## src/rtl/insn_decode_queue.sv

```systemverilog
// Buffered instruction decode queue: DEPTH-entry FIFO of raw words, head presented fully decoded.
// Optional DECODE_STATS_EN adds push and illegal-pop counters.
module insn_decode_queue #(
    parameter int INSN_WIDTH   = 32,
    parameter int OPCODE_WIDTH = 5,
    parameter int REG_WIDTH    = 5,
    parameter int XLEN         = 32,
    parameter int DEPTH        = 4
) (
    input  logic                               clock,
    input  logic                               reset,
    input  logic                               flush,
    input  logic                               in_valid,
    input  logic [INSN_WIDTH-1:0]              in_insn,
    output logic                               in_ready,
    output logic                               out_valid,
    input  logic                               out_ready,
    output logic [OPCODE_WIDTH-1:0]            opcode,
    output logic [REG_WIDTH-1:0]               rd,
    output logic [REG_WIDTH-1:0]               rs,
    output logic [REG_WIDTH-1:0]               rt,
    output logic [REG_WIDTH-1:0]               shamt,
    output logic [REG_WIDTH-1:0]               aluop,
    output logic [XLEN-1:0]                    imm_sext,
    output logic [INSN_WIDTH-OPCODE_WIDTH-1:0] target,
    output logic [1:0]                         fmt,
`ifdef DECODE_STATS_EN
    output logic [31:0]                        stat_accepted,
    output logic [31:0]                        stat_illegal,
`endif
    output logic                               illegal
);
    localparam int PW    = $clog2(DEPTH);
    localparam int CW    = PW + 1;
    localparam int OP_LO = INSN_WIDTH - OPCODE_WIDTH;
    localparam int IMM   = INSN_WIDTH - OPCODE_WIDTH - 2*REG_WIDTH;

    localparam logic [1:0] FMT_R   = 2'd0;
    localparam logic [1:0] FMT_I   = 2'd1;
    localparam logic [1:0] FMT_JI  = 2'd2;
    localparam logic [1:0] FMT_JII = 2'd3;

    logic [INSN_WIDTH-1:0] r_mem [DEPTH];
    logic [PW-1:0]         r_wptr, r_rptr;
    logic [CW-1:0]         r_count;
    logic                  w_push, w_pop;
    logic [INSN_WIDTH-1:0] w_head;

    assign in_ready  = (r_count < CW'(DEPTH));
    assign out_valid = (r_count != '0);
    // Flush wins: a same-cycle push or pop is discarded.
    assign w_push = in_valid & in_ready & ~flush;
    assign w_pop  = out_valid & out_ready & ~flush;

    always_ff @(posedge clock or negedge reset) begin
        if (!reset) begin
            for (int i = 0; i < DEPTH; i++) r_mem[i] <= '0;
            r_wptr  <= '0;
            r_rptr  <= '0;
            r_count <= '0;
        end else if (flush) begin
            r_wptr  <= '0;
            r_rptr  <= '0;
            r_count <= '0;
        end else begin
            if (w_push) begin
                r_mem[r_wptr] <= in_insn;
                r_wptr        <= r_wptr + PW'(1);
            end
            if (w_pop) r_rptr <= r_rptr + PW'(1);
            case ({w_push, w_pop})
                2'b10:   r_count <= r_count + CW'(1);
                2'b01:   r_count <= r_count - CW'(1);
                default: r_count <= r_count;
            endcase
        end
    end

    assign w_head   = r_mem[r_rptr];
    assign opcode   = w_head[INSN_WIDTH-1 -: OPCODE_WIDTH];
    assign rd       = w_head[OP_LO-1 -: REG_WIDTH];
    assign rs       = w_head[OP_LO-1-REG_WIDTH -: REG_WIDTH];
    assign rt       = w_head[OP_LO-1-2*REG_WIDTH -: REG_WIDTH];
    assign shamt    = w_head[OP_LO-1-3*REG_WIDTH -: REG_WIDTH];
    assign aluop    = w_head[OP_LO-1-4*REG_WIDTH -: REG_WIDTH];
    assign imm_sext = {{(XLEN-IMM){w_head[IMM-1]}}, w_head[IMM-1:0]};
    assign target   = w_head[OP_LO-1:0];

    always_comb begin
        fmt     = FMT_R;
        illegal = 1'b0;
        case (opcode)
            OPCODE_WIDTH'(5'b00000): fmt = FMT_R;
            OPCODE_WIDTH'(5'b00010), OPCODE_WIDTH'(5'b00101), OPCODE_WIDTH'(5'b00110),
            OPCODE_WIDTH'(5'b00111), OPCODE_WIDTH'(5'b01000): fmt = FMT_I;
            OPCODE_WIDTH'(5'b00001), OPCODE_WIDTH'(5'b00011), OPCODE_WIDTH'(5'b10101),
            OPCODE_WIDTH'(5'b10110): fmt = FMT_JI;
            OPCODE_WIDTH'(5'b00100): fmt = FMT_JII;
            default: illegal = 1'b1;
        endcase
    end

`ifdef DECODE_STATS_EN
    // Counters survive flush; only reset clears them.
    always_ff @(posedge clock or negedge reset) begin
        if (!reset) begin
            stat_accepted <= '0;
            stat_illegal  <= '0;
        end else begin
            if (w_push)           stat_accepted <= stat_accepted + 32'd1;
            if (w_pop && illegal) stat_illegal  <= stat_illegal + 32'd1;
        end
    end
`endif
endmodule

```

## config.mk

```make
export PLATFORM = sky130hd
export DESIGN_NAME = insn_decode_queue
export DESIGN_NICKNAME = d
export VERILOG_FILES = /design/src/rtl/insn_decode_queue.sv
export SDC_FILE = /design/constraint.sdc
export NUM_CORES = 1
export LEC_CHECK = 0
export CORE_MARGIN = 4
export CORE_UTILIZATION = 53
export DETAILED_ROUTE_END_ITERATION = 12
export PLACE_DENSITY = 0.88
export SLEW_MARGIN = 20
export SYNTH_ARGS = -nofsm -noshare
export SYNTH_HDL_FRONTEND = slang
export SYNTH_SLANG_ARGS = --single-unit
```

## constraint.sdc

```tcl
create_clock -name clock -period 2.9 [get_ports clock]
set_clock_uncertainty 0.15 [all_clocks]
set_input_delay 0.29 -clock clock [delete_from_list [all_inputs] [get_ports clock]]
set_output_delay 0.29 -clock clock [all_outputs]
set_load 0.05 [all_outputs]
```

==> qor.json, run 1 <==
{
  "yosys": {
    "synth.lib_cells_used.distinct": 30,
    "asyncSetResetFlopFracSynth": 1.00,
    "yosys.area.top_type": "sky130_fd_sc_hd__dfrtp_1",
    "post_synth.cell_area_avg_um2": 16.4,
    "netlist_top_cells_area": "sky130_fd_sc_hd__dfrtp_1 (48%), sky130_fd_sc_hd__mux2_4 (26%), sky130_fd_sc_hd__mux4_2 (10%), sky130_fd_sc_hd__buf_4 (6.1%), sky130_fd_sc_hd__buf_6 (2.7%)",
    "syn-num-nets": 471,
    "most_frequent_cell_after_synthesis": "sky130_fd_sc_hd__dfrtp_1",
    "synth_warnings": 0,
    "yosys.area.top_type_share": 0.481,
    "synth-edff-count": 0,
    "yosys_register_bits": 135,
    "netlist_top_cells_count": "sky130_fd_sc_hd__dfrtp_1 (135), sky130_fd_sc_hd__mux2_4 (120), sky130_fd_sc_hd__buf_4 (57)",
    "synthesis.instances": 429,
    "synthesis.area_um2": 7020,
    "dominantRegCellSynth": "sky130_fd_sc_hd__dfrtp_1",
    "synth_sequential_area_ratio": 0.481
  },
  "final_layout": {
    "diodes_inserted": 0,
    "layout_cells_sized_above_1": 0.590,
    "syn_to_final_growth_pct": 21.9,
    "finish.net_count": 556,
    "fill_cells": 876
  },
  "timing": {
    "layout_worst_path_cycle_share": 0.969,
    "report.final.slew_viol_count": 0,
    "finalWorstPathRequiredPeriod_ps": 2810,
    "timing_hold_violations_final": 0,
    "remaining_max_slew_budget_at_the_tightest_pin": 0.468,
    "final.setup.tns_ps": 0,
    "setup_viol": 0,
    "worstMarginPinSlew_ps": 798,
    "fmaxAchievable_mhz": 356
  },
  "placement": {
    "detailed_place_hpwl_mm": 9.33,
    "number_of_buffers_added_on_ports": 130,
    "finalWeightedCongestion": 0.728
  },
  "setup_path": {
    "critical-path-max-stage-delay_ps": 730,
    "worst_path_max_delay_cell": "sky130_fd_sc_hd__clkdlybuf4s50_1",
    "worst-path-buf-inv": 3,
    "critical_setup_path_kind": "flop to primary output",
    "worst-r2r-cell-count": 6,
    "timing.critical_path.to": "imm_sext[1]",
    "crit_fanout": 6,
    "worstReg2RegStart": "r_count[2]$_DFFE_PN0P_",
    "worst-path-stages": 4,
    "ff2ff_setup_slack_ps": 770,
    "regToRegEndpoint": "r_count[2]$_DFFE_PN0P_",
    "critPathCaptureType": "primary output",
    "arrival_ps": 2370,
    "cp_cell_sequence": "buf_4, buf_4, mux4_2, clkdlybuf4s50_1",
    "cp.required_ps": 2460,
    "timing.critical_path.mode_cell": "sky130_fd_sc_hd__buf_4",
    "critPathLaunch": "r_rptr[0]$_DFFE_PN0P_",
    "setup.worst_path.start_class": "flop",
    "path_delay_family": "buffers and inverters"
  },
  "cts": {
    "worstSkewPairLatency_ps": 420,
    "cts_sinks": 135,
    "clock_path_buffers": 2,
    "clk_transition_reported_paths_ps": 60,
    "ctsHtreeMaxLevel": 4,
    "cts_buf_count": 17,
    "cts_tree": "built",
    "clock-root-buffer": "sky130_fd_sc_hd__clkbuf_16"
  },
  "hold_path": {
    "worstHoldPathType": "flop to flop",
    "worst_hold_startpoint": "r_mem[57]$_DFFE_PN0P_"
  },
  "global_routing": {
    "grt_max_degree": 86,
    "grt_busiest_layer": "met2",
    "antenna_found_initial": 0,
    "met1_usage": 0.269,
    "global_route.usage.met3": 0.0549,
    "grtUsageMet2": 0.323,
    "grt_first_pass_wirelength_mm": 22.9,
    "grt.overflow.total": 0,
    "grt_pass1_vias": 4086,
    "globalRouteTotalUtil": 0.200
  },
  "routing": {
    "antenna_left": 0,
    "initialDrtViolationCount": 241,
    "post_drt_via_cell_ratio": 5.36,
    "wl_per_cell_um": 20.2,
    "num_vias": 3746,
    "drc": 0,
    "drtPass1Iterations": 4,
    "routed_wl_mm": 14.1
  },
  "floorplan": {
    "fp.dieArea_um2": 15200,
    "die_x_um": 123,
    "initial_core_util": 0.550,
    "area_inside_the_core_boundary_um2": 12800,
    "floorplan.io_pins": 131,
    "placement_rows": 41,
    "die_h_um": 123
  },
  "run": {
    "max_cap_viol": 0
  },
  "run_status": {
    "run_status": "finished clean"
  }
}
## cells in the final DEF, fill, tap and decap left out, types with 3 or more instances in the layout
cell | synthesis | layout
sky130_fd_sc_hd__mux4_2 | 32 | 32
sky130_fd_sc_hd__nor3_1 | 3 | 3
sky130_fd_sc_hd__dfrtp_1 | 135 | 133
sky130_fd_sc_hd__clkinv_4 | 0 | 4
sky130_fd_sc_hd__bufinv_16 | 0 | 4
sky130_fd_sc_hd__inv_1 | 3 | 3
sky130_fd_sc_hd__mux2_2 | 8 | 8
sky130_fd_sc_hd__clkinvlp_4 | 0 | 4
sky130_fd_sc_hd__buf_12 | 0 | 8
sky130_fd_sc_hd__xnor2_1 | 3 | 3
sky130_fd_sc_hd__buf_4 | 57 | 100
sky130_fd_sc_hd__mux2_4 | 120 | 120
sky130_fd_sc_hd__nor2_1 | 9 | 9
sky130_fd_sc_hd__ha_1 | 4 | 4
sky130_fd_sc_hd__clkdlybuf4s50_1 | 0 | 39
sky130_fd_sc_hd__and2_2 | 0 | 4
sky130_fd_sc_hd__nor2b_1 | 3 | 3
sky130_fd_sc_hd__a21oi_1 | 4 | 3
sky130_fd_sc_hd__clkbuf_16 | 0 | 17
## cells by family (layout without fill, tap and decap cells)
kind of cell | Yosys count | in the layout | share of synthesized area
mux | 161 | 161 | 0.374
simple gates | 29 | 29 | 0.0237
xor+xnor | 5 | 5 | 0.00624
flops | 135 | 135 | 0.481
compound gates | 8 | 8 | 0.00927
fa+ha+maj | 5 | 5 | 0.00998
buf+inv | 86 | 184 | 0.0961
## worst min-delay path by stage
stage / to / slack [ps] / cells past startpoint
after floorplan: r_count[0]$_DFFE_PN0P_ / -160 / 0
after global placement: r_mem[59]$_DFFE_PN0P_ / 240 / 1
after detailed placement: r_mem[59]$_DFFE_PN0P_ / 260 / 1
after CTS: r_mem[57]$_DFFE_PN0P_ / 350 / 1
after global routing: r_mem[43]$_DFFE_PN0P_ / 370 / 1
final: r_mem[57]$_DFFE_PN0P_ / 350 / 1
## final cells by class
| type | instances | area, um^2 | share of cell area |
|---|---|---|---|
| Timing Repair Buffer | 149 | 1320 | 0.155 |
| Multi-Input combinational cell | 208 | 2990 | 0.350 |
| Tap cell | 172 | 215 | 0.0251 |
| Inverter | 3 | 11.3 | 0.00132 |
| Clock inverter | 14 | 199 | 0.0232 |
| Clock buffer | 18 | 439 | 0.0513 |
| Sequential cell | 135 | 3380 | 0.395 |
## sequential cells by signal, summed over array words and instances, names as in the netlist
name / cells
r_count: 3
r_rptr: 2
r_wptr: 2
r_mem: 128
## metrics by stage
step | cell area, um^2 | utilization | std cells | worst slack (ps) | hold WS (ps)
final | 8560 | 0.670 | 699 | 91.0 | 352
after floorplan | 7020 | - | 429 | 189 | -156
after CTS | 8530 | 0.668 | 697 | 68.8 | 355
after global routing | 8560 | 0.670 | 699 | -1.19 | 374
after detailed placement | 7880 | 0.617 | 664 | 456 | 257
after global placement | 7880 | 0.617 | 664 | 532 | 235
## metal layers
layer  share of wire  vias up
li1                -     1646
met1            0.43     1988
met2            0.51      102
met3           0.053       10
met4           0.011        0
met5               0        -
## worst reg2reg max path, delay by kind of cell, from the launching register on
| family | cells | cell delay (ps) |
|---|---|---|
| simple gates | 3 | 540 |
| compound gates | 2 | 500 |
| flops | 1 | 470 |
| fa+ha+maj | 1 | 400 |
## what timing repair did
action | 4_1_cts | 5_1_grt
resized for setup | 1 | 2
hold buffers | 1 | 0
endpoints found under the hold margin | 84 | 0
buffers inserted | 0 | 2
endpoints found under the setup margin | 1 | 21
Power of run 1 is not shown: default switching activity piles up to over one toggle a cycle in this logic, so the estimate is an artifact.
==> run 2: changes to the inputs <==
--- a/config.mk
+++ b/config.mk
@@ -6,9 +6,10 @@
 export NUM_CORES = 1
 export LEC_CHECK = 0
 export CORE_MARGIN = 4
-export CORE_UTILIZATION = 53
+export CORE_UTILIZATION = 60
 export DETAILED_ROUTE_END_ITERATION = 12
-export PLACE_DENSITY = 0.88
+export DONT_BUFFER_PORTS = 1
+export PLACE_DENSITY = 0.83
 export SLEW_MARGIN = 20
 export SYNTH_ARGS = -nofsm -noshare
 export SYNTH_HDL_FRONTEND = slang
==> run 2 against run 1 <==
The flow now finishes with violations (hold timing). Global-route usage up 1.2 points. Fmax rose by 1.5%. Critical path depth up 1. Utilization grew 1.5 points.
==> qor.json, run 2 (same netlist as run 1, synthesis figures left out) <==
{
  "timing": {
    "final.setup.tns": {"value": 0, "unit": "ps", "change": "unchanged"},
    "remaining_max_slew_budget_at_the_tightest_pin": {"value": 0.478, "change": "+0.00990"},
    "worstMarginPinSlew": {"value": 785, "unit": "ps", "change": "-13.1 ps"},
    "layout_worst_path_cycle_share": {"value": 0.955, "change": "-0.0140"},
    "report.final.slew_viol_count": {"value": 0, "change": "unchanged"},
    "timing_hold_violations_final": {"value": 135, "change": "+135"},
    "finalWorstPathRequiredPeriod": {"value": 2770, "unit": "ps", "change": "-40.7 ps"},
    "setup_repair_after_global_routing_missed_its_margin": "false",
    "final_critical_path_setup_slack": {"value": 132, "unit": "ps", "change": "+40.7 ps"},
    "setup_viol": {"value": 0, "change": "unchanged"},
    "fin_hold_ws": {"value": -587, "unit": "ps", "change": "-939 ps"},
    "fmaxAchievable": {"value": 361, "unit": "MHz", "change": "+1.5%"}
  },
  "cts": {
    "cts_buf_count": {"value": 17, "change": "unchanged"},
    "worstSkewPairLatency": {"value": 410, "unit": "ps", "change": "about the same"},
    "clock_path_buffers": {"value": 2, "change": "unchanged"},
    "clock-root-buffer": "sky130_fd_sc_hd__clkbuf_16",
    "clk_transition_reported_paths": {"value": 60, "unit": "ps", "change": "about the same"},
    "ctsHtreeMaxLevel": {"value": 4, "change": "unchanged"},
    "cts_tree": "built",
    "postCtsResizedCells": {"value": 0, "change": "-1"},
    "cts_sinks": {"value": 135, "change": "unchanged"},
    "cts.hold.buffers_added": {"value": 35, "change": "+34"}
  },
  "routing": {
    "routed_wl": {"value": 13.1, "unit": "mm", "change": "-7.4%"},
    "detail_route.wirelength.met1": {"value": 5.80, "unit": "mm", "change": "-4.5%"},
    "highest_metal_layer_used_by_the_detailed_router": "met4",
    "dr_wl_met2": {"value": 6.40, "unit": "mm", "change": "-10%"},
    "num_vias": {"value": 3444, "change": "-8.1%"},
    "drc": {"value": 0, "change": "unchanged"},
    "post_drt_via_cell_ratio": {"value": 5.83, "change": "+8.7%"},
    "initialDrtViolationCount": {"value": 242, "change": "+0.41%"},
    "wl_per_cell": {"value": 22.1, "unit": "um", "change": "+9.5%"},
    "routed_length_on_met3": {"value": 721, "unit": "um", "change": "-3.1%"},
    "drtPass1Iterations": {"value": 4, "change": "unchanged"},
    "antenna_left": {"value": 0, "change": "unchanged"}
  },
  "placement": {
    "detailed_place_hpwl": {"value": 8.23, "unit": "mm", "change": "-12%"},
    "pre_cts_ws": {"value": 458, "unit": "ps", "change": "+1.25 ps"},
    "finalWeightedCongestion": {"value": 0.732, "change": "+0.56%"},
    "post_dp_cell_area": {"value": 6800, "unit": "um^2", "change": "-14%"},
    "number_of_buffers_added_on_ports": {"value": 0, "change": "-100%"}
  },
  "floorplan": {
    "die_x": {"value": 116, "unit": "um", "change": "-5.6%"},
    "fp.dieArea": {"value": 13500, "unit": "um^2", "change": "-11%"},
    "initial_core_util": {"value": 0.615, "change": "+0.0652"},
    "floorplan.io_pins": {"value": 131, "change": "unchanged"},
    "die_h": {"value": 116, "unit": "um", "change": "-5.6%"},
    "placement_rows": {"value": 39, "change": "-4.9%"},
    "area_inside_the_core_boundary": {"value": 11400, "unit": "um^2", "change": "-11%"}
  },
  "final_layout": {
    "layout_cells_sized_above_1": {"value": 0.525, "change": "-0.0656"},
    "diodes_inserted": {"value": 0, "change": "unchanged"},
    "top_register": "r_mem",
    "fill_cells": {"value": 738, "change": "-16%"},
    "largest_registers": "r_mem: 128 flops, r_count: 3 flops",
    "finish.net_count": {"value": 477, "change": "-14%"},
    "mostFrequentLayoutCell": "sky130_fd_sc_hd__dfrtp_1",
    "largest_reg_flops": {"value": 128, "change": "unchanged"},
    "layout.cells.most_common_list": "sky130_fd_sc_hd__dfrtp_1 (133), sky130_fd_sc_hd__mux2_4 (120), sky130_fd_sc_hd__dlygate4sd3_1 (35)",
    "stdcell_area": {"value": 7820, "unit": "um^2", "change": "-8.7%"},
    "syn_to_final_growth_pct": 11.4
  },
  "setup_path": {
    "worstReg2RegStart": "r_count[2]$_DFFE_PN0P_",
    "critical_setup_path_kind": "flop to primary output",
    "critPathCaptureType": "primary output",
    "cp.required": {"value": 2460, "unit": "ps", "change": "about the same"},
    "critPathLaunch": "r_rptr[0]$_DFFE_PN0P_",
    "crit_fanout": {"value": 6, "change": "unchanged"},
    "arrival": {"value": 2330, "unit": "ps", "change": "-40 ps"},
    "setup.worst_path.start_class": "flop"
  },
  "run_status": {
    "run_status": "complete, but fails checks",
    "violations": "hold timing"
  },
  "global_routing": {
    "grt_max_degree": {"value": 136, "change": "+58%"},
    "grt_first_pass_wirelength": {"value": 21.4, "unit": "mm", "change": "-6.3%"},
    "grt.overflow.total": {"value": 0, "change": "unchanged"},
    "grt_pass1_vias": {"value": 3844, "change": "-5.9%"},
    "antenna_found_initial": {"value": 0, "change": "unchanged"},
    "globalRouteTotalUtil": {"value": 0.212, "change": "+0.0120"}
  },
  "hold_path": {
    "worstHoldPathType": "input port to async pin"
  },
  "run": {
    "max_cap_viol": {"value": 0, "change": "unchanged"}
  }
}
==> run 2: changes by cell type in the layout (fill, tap and decap cells not counted), sizes merged <==
cell           before  now
clkdlybuf4s50      39    0
bufinv              4    2
dlygate4sd3         1   35
inv                 4    7
buf               109   35
clkinv              5    4
==> run 2: worst paths after layout <==
| path | endpoint | slack [ps] | depth (start not counted) |
|---|---|---|---|
| setup / recovery | illegal | 130 | 5 |
| hold reg to reg | r_mem[23]$_DFFE_PN0P_ | 350 | 1 |
| max in group asynchronous | r_mem[22]$_DFFE_PN0P_ | 3020 | 0 |
| min in group clock | r_rptr[0]$_DFFE_PN0P_ | 20 | 3 |
| setup reg to reg | r_count[2]$_DFFE_PN0P_ | 300 | 7 |
| hold / removal | r_mem[100]$_DFFE_PN0P_ | -590 | 0 |
==> run 2: stage by stage <==
step           cells  utilization
2_1_floorplan    429            -
3_3_place_gp     515        0.595
3_5_place_dp     515        0.595
4_1_cts          583        0.678
5_1_grt          591        0.685
6_report         591        0.685
==> run 2: timing repair <==
action | CTS | global route
setup endpoints to repair | 1 | 2
pin swaps | 0 | 0
setup buffers | 1 | 8
endpoints found under the hold margin | 270 | 135
==> run 2: final cells by class <==
| class | count | area [um^2] | share of cell area |
|---|---|---|---|
| flip-flops and latches | 135 | 3380 | 0.432 |
| multi-input cells | 208 | 2980 | 0.381 |
| repair buffers | 70 | 683 | 0.0874 |
| clock buffers | 18 | 439 | 0.0562 |
| well taps | 143 | 179 | 0.0229 |
| clock inverters | 14 | 149 | 0.0190 |
| inverters | 3 | 11.3 | 0.00144 |
==> run 2: layer usage <==
layer | vias up | global-route usage
met5 | - | 0
met4 | 0 | 0.0650
met3 | 15 | 0.0694
met2 | 99 | 0.336
met1 | 1836 | 0.281
li1 | 1494 | -
==> run 2: critical path: stages (launching register included) <==
cell	delay, ps
sky130_fd_sc_hd__dfrtp_2	490
sky130_fd_sc_hd__mux4_2	590
sky130_fd_sc_hd__or3_1	390
sky130_fd_sc_hd__a21oi_1	170
sky130_fd_sc_hd__a21oi_1	70
sky130_fd_sc_hd__buf_4	200
Power of run 2 is left out for the same reason.
==> patch (settings of run 1) <==
Set the parameter `DEPTH` to 16 (it was 4).
--- a/src/rtl/insn_decode_queue.sv
+++ b/src/rtl/insn_decode_queue.sv
@@ -7,3 +7,3 @@
     parameter int XLEN         = 32,
-    parameter int DEPTH        = 4
+    parameter int DEPTH        = 16
 ) (
Function: same outputs for any inputs over 4 cycles, from zero or initial values and one cycle with reset low; that may be too few to reach the edited logic, so the function may still have changed.
==> patch against run 1 <==
  * The flow now finishes with violations (negative setup slack)
  * Synthesized cell count rose to 3.9 times the old value
  * Area after synthesis increased to 3.5 times the old value
  * Sequential share of layout area grew 2.9 points
  * Final cell count grew to 3.5 times the old value
  * Global-route usage up 5.4 points
  * Design area increased to 3.6 times the old value
  * Sequential cell count is 390 higher
  * Non-clock buffer count grew 108
  * Setup slack worse by 720 ps
  * Wire length grew to 4.9 times the old value
==> patch: results (changes against run 1) <==
stage	metric	value	unit	change
status	status	finished with violations		
status	failing checks	negative setup slack		
yosys	top post-synthesis cells by area	dfrtp_1 54%, mux2_2 23%, mux4_2 5.9%		
power	worst vdd ir	0.001144	V	
global_routing	vias in the first global route	16871		+310%
drt	Avg WL per Cell	28.32	um	+40%
sta	Final WS setup	-632.6	ps	-723.5 ps
yosys	Syn Nets	1735		+270%
placement	pre-CTS setup slack	-13.71	ps	-470.1 ps
sta	Final setup viols	89		+89
global_routing	gr usage total	0.2539		+0.05426
yosys	sequential fraction of the synthesis area	0.5366		+0.05542
drt	first-iteration detailed-routing DRC count	1518		+530%
global_routing	largest net degree at the start of global routing	90		+4.7%
finish	layout cells sized above 1	0.5557		-0.03440
global_routing	global-route wire length before repair	99390	um	+330%
cts	htree depth	2		-2
cts	Max Root-Sink Buffers	3		+1
power	LEAKAGE	14.40	nW	
placement	placed standard-cell area	0.02762	mm^2	+250%
setup_path	Worst EP arrival	3090	ps	+720 ps
placement	Post-DP HPWL	35160	um	+280%
yosys	Post-synth ARST share	1.000		unchanged
yosys	Commonest cells post-synth	525 x dfrtp_1, 490 x mux2_2, 130 x mux2i_1		
finish	Post-layout nets	1851		+230%
placement	# port buffers	130		unchanged
sta	Slew headroom	0.5281		+0.06020
drt	TritonRoute pass-1 iters	5		+1
global_routing	initial antenna violation count	2		+2
finish	largest registers	r_mem x512, r_count x5		
cts	Worst-Skew Late Latency	590	ps	+170 ps
hold_path	Worst Hold Class	in -> async		
placement	gpl congestion	0.8083		+11%
cts	CTS Buf Count	51		+34
setup_path	worst-path fanout max	11		+5
yosys	Synth cell types	49		+63%
drt	drt via density	6.458		+21%
-- patch: changes by cell type in the layout (fill, tap and decap cells not counted), sizes merged, moves of 61 or more --
cell,run 1,this run
a221oi,1,62
buf,109,209
clkbuf,18,80
dfrtp,135,525
mux2,128,512
mux2i,1,130
-- patch: area by class of cell --
class	instances	area, um^2
multi-input cells	962	11230
diodes	2	5.005
inverters	8	30.03
fillers	2682	14460
well taps	600	750.7
clock buffers	73	1501
clock inverters	23	297.8
repair buffers	257	4059
flip-flops and latches	525	13150
-- patch: timing repair --
item	4_1_cts	5_1_grt
pin swaps	29	72
endpoints found under the setup margin	92	92
gates cloned	9	8
buffers inserted	5	22
gates resized for setup	104	94
hold buffers	1	0
endpoints found under the hold margin	74	0
-- patch: per-layer routing --
| metal | GRT usage | wire length, um |
|---|---|---|
| met2 | 0.4332 | 35230 |
| met4 | 0.1096 | 3888 |
| met1 | 0.3187 | 25920 |
| met5 | 0 | 0 |
| met3 | 0.04921 | 4328 |
-- patch: through the flow --
| stage | instances | hold slack (ps) | TNS [ps] | power (mW) |
|---|---|---|---|---|
| floorplan | 1689 | -155.6 | -62.96 | 17.53 |
| global route | 2450 | 226.1 | -43040 | 33.04 |
| CTS | 2418 | 147.7 | -30220 | 31.17 |
| finish | 2450 | 161.7 | -38850 | 32.14 |
| global placement | 2307 | 174.9 | 0 | 22.78 |
| detailed placement | 2307 | 181.8 | -13.71 | 23.07 |
-- patch: kinds of logic (layout without fill, tap and decap cells) --
| kind of cell | after synthesis | in the layout | share of synthesized area |
|---|---|---|---|
| XOR/XNOR | 10 | 10 | 0.003577 |
| other | 0 | 2 | 0 |
| AND/OR/NAND/NOR | 90 | 90 | 0.01697 |
| multiplexers | 706 | 706 | 0.3475 |
| buffers and inverters | 202 | 361 | 0.04472 |
| flip-flops | 525 | 525 | 0.5366 |
| AO/OA/AOI/OAI | 147 | 147 | 0.04569 |
| adder cells (fa/ha/maj) | 9 | 9 | 0.004906 |
-- patch: final timing paths --
path                            startpoint          to  slack [ps]  cells after the start
worst min-delay path                 reset  r_mem[417]         160                      2
worst max register to register  r_count[4]  r_count[4]         160                     10
max in group asynchronous            reset  r_mem[334]        1530                      3
worst min register to register  r_mem[168]  r_mem[168]         340                      1
worst max-delay path             r_rptr[0]      fmt[1]        -630                      8
min in group clock                   flush  r_count[0]         270                      2
-- patch: power breakdown --
part	total, mW	switching [mW]	internal, mW
registers	8.80	0.575	8.22
logic	16.2	8.21	7.96
clock network	7.17	3.01	4.16
total	32.1	11.8	20.3
-- patch: worst max-delay path, stage by stage, from the launching register on --
cell and delay, ps:
dfrtp_4 550, buf_12 180, mux2i_1 130, a221oi_1 470, o21ai_1 200, nand2_4 140
or4b_4 500, a31oi_4 170, buf_12 160
